$ cat src/rtl/program_sequencer_decoder.sv
// Program sequencer and instruction decoder for the 4-bit processor.
// Fetches from a one-cycle-latency ROM and turns each byte into the computational unit's control word.
module program_sequencer_decoder (
    input  logic       clk,
    input  logic       sync_reset,
    input  logic [7:0] pm_data,
    input  logic       r_eq_0,
    output logic [7:0] pm_address,
    output logic [3:0] source_sel,
    output logic [8:0] reg_en,
    output logic       i_sel,
    output logic       x_sel,
    output logic       y_sel,
    output logic [3:0] ir_nibble
);

    typedef enum logic [1:0] {
        FLUSH  = 2'd0,
        EXEC   = 2'd1,
        TARGET = 2'd2
    } state_t;

    // Low two bits of the jump opcode's sss field: 01 jmp, 10 jz, 11 jnz
    localparam logic [1:0] KIND_JMP = 2'b01;
    localparam logic [1:0] KIND_JZ  = 2'b10;
    localparam logic [1:0] KIND_JNZ = 2'b11;

    state_t     state_q, state_d;
    logic [7:0] pc_q, pc_d;
    logic [1:0] jump_kind_q, jump_kind_d;

    logic is_special;
    logic is_jump;
    logic jump_taken;

    // o_reg sits at bit 8 while dm write sits at bit 7, so the map is not a plain shift
    function automatic logic [8:0] dst_enable(input logic [2:0] dst);
        logic [8:0] en;
        en = 9'd0;
        case (dst)
            3'd0: en[0] = 1'b1;
            3'd1: en[1] = 1'b1;
            3'd2: en[2] = 1'b1;
            3'd3: en[3] = 1'b1;
            3'd4: en[8] = 1'b1;
            3'd5: en[5] = 1'b1;
            3'd6: en[6] = 1'b1;
            default: en[7] = 1'b1;
        endcase
        return en;
    endfunction

    assign pm_address = pc_q;
    assign ir_nibble  = pm_data[3:0];
    assign x_sel      = pm_data[5];
    assign y_sel      = pm_data[4];

    assign is_special = (pm_data[7:6] == 2'b10) && (pm_data[5:3] == pm_data[2:0]);
    assign is_jump    = is_special && (pm_data[2:0] >= 3'd5);
    assign jump_taken = (jump_kind_q == KIND_JMP)
                     || ((jump_kind_q == KIND_JZ)  &&  r_eq_0)
                     || ((jump_kind_q == KIND_JNZ) && !r_eq_0);

    always_comb begin
        reg_en     = 9'd0;
        source_sel = 4'd0;
        i_sel      = 1'b0;
        if (sync_reset) begin
            reg_en = 9'h010;
        end else if (state_q == EXEC) begin
            if (!pm_data[7]) begin
                source_sel = 4'd8;
                reg_en     = dst_enable(pm_data[6:4]);
            end else if (!pm_data[6]) begin
                if (!is_special) begin
                    source_sel = {1'b0, pm_data[2:0]};
                    reg_en     = dst_enable(pm_data[5:3]);
                end else begin
                    case (pm_data[2:0])
                        3'd0, 3'd1, 3'd2, 3'd3: begin
                            source_sel = 4'd9;
                            reg_en     = dst_enable(pm_data[2:0]);
                        end
                        3'd4: begin
                            i_sel  = 1'b1;
                            reg_en = 9'h040;
                        end
                        default: reg_en = 9'd0;
                    endcase
                end
            end else begin
                reg_en = 9'h010;
            end
        end
    end

    always_comb begin
        pc_d        = pc_q + 8'd1;
        state_d     = state_q;
        jump_kind_d = jump_kind_q;
        case (state_q)
            FLUSH: state_d = EXEC;
            EXEC: begin
                if (is_jump) begin
                    state_d     = TARGET;
                    jump_kind_d = pm_data[1:0];
                end
            end
            TARGET: begin
                if (jump_taken) begin
                    pc_d    = pm_data;
                    state_d = FLUSH;
                end else begin
                    state_d = EXEC;
                end
            end
            default: state_d = FLUSH;
        endcase
    end

    always_ff @(posedge clk) begin
        if (sync_reset) begin
            pc_q        <= 8'd0;
            state_q     <= FLUSH;
            jump_kind_q <= 2'd0;
        end else begin
            pc_q        <= pc_d;
            state_q     <= state_d;
            jump_kind_q <= jump_kind_d;
        end
    end

endmodule

$ cat config.mk
export PLATFORM = sky130hd
export DESIGN_NAME = program_sequencer_decoder
export DESIGN_NICKNAME = d
export VERILOG_FILES = /design/src/rtl/program_sequencer_decoder.sv
export SDC_FILE = /design/constraint.sdc
export NUM_CORES = 1
export LEC_CHECK = 0
export BUFFER_PORTS_ARGS = -buffer_cell sky130_fd_sc_hd__buf_2
export CORE_MARGIN = 2
export CORE_UTILIZATION = 48
export DETAILED_ROUTE_END_ITERATION = 8
export GPL_ROUTABILITY_DRIVEN = 1
export HOLD_SLACK_MARGIN = 0.12
export PLACE_DENSITY = 0.79
export SLEW_MARGIN = 15
export SYNTH_ARGS = -nofsm -noshare
export SYNTH_HDL_FRONTEND = slang
export SYNTH_SLANG_ARGS = --single-unit
$ cat constraint.sdc
create_clock -name clk -period 1.36 [get_ports clk]
set_input_delay 0.136 -clock clk [delete_from_list [all_inputs] [get_ports clk]]
set_output_delay 0.136 -clock clk [all_outputs]
set_load 0.01 [all_outputs]
==> results by group <==
Run status
  • Violated checks: setup timing
  • Outcome: finished with violations

Die
  • Initial Utilization: 51.1%
  • Die height: 50.0 um
  • Core Area: 1980 um2
  • FP Rows: 16
  • Num ports: 39
  • Die area: 2500 um2
  • Die W: 50.0 um

Routing
  • Drt wl/cell: 15.2 um
  • Total wire length: 3190 um
  • Vias: 1139
  • Router iterations before antenna repair: 4
  • Violation count after the first detailed-route iteration: 26
  • Vias/cell: 5.45
  • DRT antenna net count: 0
  • Drt drc: 0

Setup path
  • Crit Path Max Fanout: 5
  • Cells along the critical path: nor3b_4 -> buf_6 -> nand3b_1 -> buf_4 -> a211oi_2 -> buf_2
  • Reg2reg start: jump_kind_q[0]
  • CP arrival: 1.53 ns
  • Worst setup path startpoint: state_q[0]
  • Req. time, crit path: 1.22 ns
  • Max incr delay on CP: 0.35 ns
  • Crit. End Element: primary output
  • R2R setup slack: 0.08 ns
  • CP endpoint: source_sel[0]
  • WS Path Type: flop to primary output
  • Reg2reg end: pm_address[4]
  • CP Launch Type: flop
  • R2r worst-path depth: 5
  • CP max-delay cell: dfxtp_2

Timing
  • Period utilization: 123%
  • Final setup margin: -0.307 ns
  • Rel. slew slack: 75.6%
  • Least-Margin Pin Slew: 0.365 ns
  • Achievable Freq: 600 MHz
  • Max Transition Viols Final: 0
  • Setup-failing EPs final: 13
  • Endpoints failing hold: 0
  • Setup Skew: 0.00212 ns
  • Minimum clock period: 1.67 ns
  • RSZ-0062 raised after global routing: true

Clock tree
  • CTS Hold Bufs: 0
  • H-tree Lvls: 1
  • Clk Latency, worst-skew pair: 0.28 ns
  • Inserted Clock Buffers: 3
  • CTS tree: yes
  • Clk root buf: clkbuf_4
  • Clock sink count: 12
  • Clock buffer depth: 2
  • Clock Pin Slew Worst Setup and Hold Paths: 0.08 ns

Finish
  • # nets final: 195
  • Post-route cell area: 1520 um2
  • Final core occ: 76.5%
  • Share of cells above drive strength 1: 53.8%
  • Area delta synth->final: 49.6%
  • Fill cell count: 133
  • Multi-input logic area: 748 um2
  • Sequential cell area: 243 um2
  • N_diodes: 0

Synthesis
  • Synth Instances: 123
  • Simple-gate share of the synthesized area: 34.4%
  • Sequential area share after synthesis: 23.7%
  • Fraction of the mapped netlist area in adder cells: 1.23%
  • Area leader, netlist: dfxtp_1
  • Number of synthesized flops with an enable pin: 0
  • XOR/XNOR Fraction of Synth Area: 8.52%
  • Synth Area in Compound Gates: 18.6%
  • Syn nets: 135
  • Mapped Area: 1010 um2
  • Synth warn: 0
  • Synth Flop Type: dfxtp_1
  • Synth Area per Inst: 8.24 um2
  • Largest cells by area after synthesis: dfxtp_1 (24%), nor2_1 (6.3%), xor2_1 (6.0%), a211oi_1 (5.9%), buf_4 (5.2%)
  • Yosys top cell area share: 23.7%
  • Mux cell area share after synthesis: 2.96%
  • Async SR Flop Fraction: 0%
  • Register bit count reported by yosys: 12
  • Post-synth cell types: 46
  • Largest family of logic cells by synthesized area: simple AND/OR/NAND/NOR gates

Pwr
  • Post-layout power: 957 uW
  • Net Switching: 295 uW
  • Worst vdd ir: 0.907 mV
  • Combinational power share: 30.7%
  • Clk pwr share: 30.6%
  • Sw frac: 30.8%
  • Reg power frac: 38.7%
  • PwrDens: 631 nW/um2
  • LEAKAGE: 0.000721 uW
  • Int Power: 662 uW

Global routing
  • Antenna violations before repair: 0
  • Grt total ovfl: 0
  • Largest net degree at the start of global routing: 15
  • Vias in the first global route: 1085
  • Overall Global Routing Usage: 24.8%
  • First-pass GRT wire length: 4800 um

Place
  • Hpwl dp: 2240 um
  • Routability Congestion: 0.801
  • Placed cell area: 1340 um2
  • Port bufs: 38

Hold path
  • Hold crit path type: input pin to flop

Job
  • Max_cap viols: 0
[timing repair]
action / 4_1_cts / 5_1_grt
endpoints found under the hold margin: 0 / 0
setup buffers: 2 / 4
cloned: 0 / 0
setup endpoints to repair: 15 / 17
gates resized for setup: 8 / 11
pin swaps: 2 / 8
[worst max-delay path: cells and delay by family, from the launching register on]
kind            cells  cell delay [ns]
compound gates      1             0.14
flops               1             0.35
buf+inv             3             0.46
simple gates        2             0.30
[power by group through the flow]
stage | registers, uW | logic, uW | clock network, uW
after floorplan | 382 | 138 | 0
after global placement | 377 | 240 | 0
after detailed placement | 378 | 250 | 0
after CTS | 370 | 262 | 302
after global routing | 371 | 316 | 314
final | 371 | 293 | 292
[cells in the mapped netlist, drive strengths merged, types with 3 or more instances]
master and number:
nand2b 4, nand3 5, xor2 8, nor3 5
nor2 17, dfxtp 12, nor2b 3, a21oi 3
clkbuf 3, mux2i 3, buf 11, a211oi 8
nand2 7, o21ai 3
[through the flow]
stage                     setup WS (ns)  cells  hold slack (ns)  TNS [ns]
after CTS                        -0.295    205            0.222     -2.45
final                            -0.307    209            0.275     -2.69
after global placement          -0.0264    199            0.479   -0.0264
after global routing             -0.404    209            0.295     -3.95
after detailed placement        -0.0336    199            0.502    -0.128
after floorplan                  0.0695    123            0.209         0
[final cells by class]
type,count,share of cell area [%]
inverter,2,0.660
clock buffer,4,2.39
timing repair buffer,69,29.4
sequential,12,16.0
multi-input combinational,95,49.3
tap,27,2.23
[how the worst min path moves through the flow]
| stage | startpoint | to | slack (ns) | cells past startpoint |
|---|---|---|---|---|
| after floorplan | sync_reset | pm_address[2] | 0.21 | 1 |
| after global placement | jump_kind_q[0] | jump_kind_q[0] | 0.48 | 2 |
| after detailed placement | jump_kind_q[0] | jump_kind_q[0] | 0.50 | 2 |
| after CTS | sync_reset | state_q[0] | 0.22 | 3 |
| after global routing | sync_reset | state_q[0] | 0.30 | 3 |
| final | sync_reset | pm_address[0] | 0.28 | 3 |
[flip-flops by register name, summed over array words and instances, names as in the netlist]
name / cells
pm_address: 8
jump_kind_q: 2
state_q: 2
[per-layer routing]
metal / global-route usage, % / routed length (um)
met1: 29.1 / 1320
met2: 44.0 / 1690
met3: 3.94 / 122
met4: 11.1 / 56
met5: 0 / 0
[logic make-up (layout without fill, tap and decap cells)]
family | Yosys count | count (layout)
adders and majority gates | 1 | 1
AOI/OAI and AO/OA | 23 | 23
buffers and inverters | 16 | 75
xor gates and xnor gates | 9 | 9
and+or+nand+nor | 59 | 59
DFF | 12 | 12
muxes | 3 | 3
[layout by cell type, fill, tap and decap left out, types with 2 or more instances in the layout]
master / instances
o21ai_1: 3
nand3b_1: 2
buf_2: 37
mux2i_1: 3
xor2_1: 7
buf_6: 2
dfxtp_1: 10
dfxtp_2: 2
nor2_2: 2
clkbuf_4: 3
nand2_1: 7
nand2b_1: 2
buf_4: 29
nor3_1: 3
a211oi_2: 4
and4_1: 2
a21oi_1: 2
and2_1: 2
nand3_1: 5
nand2b_4: 2
a211oi_1: 4
nor2_1: 15
nor2b_1: 2
Power figures use the tool's default switching activity.
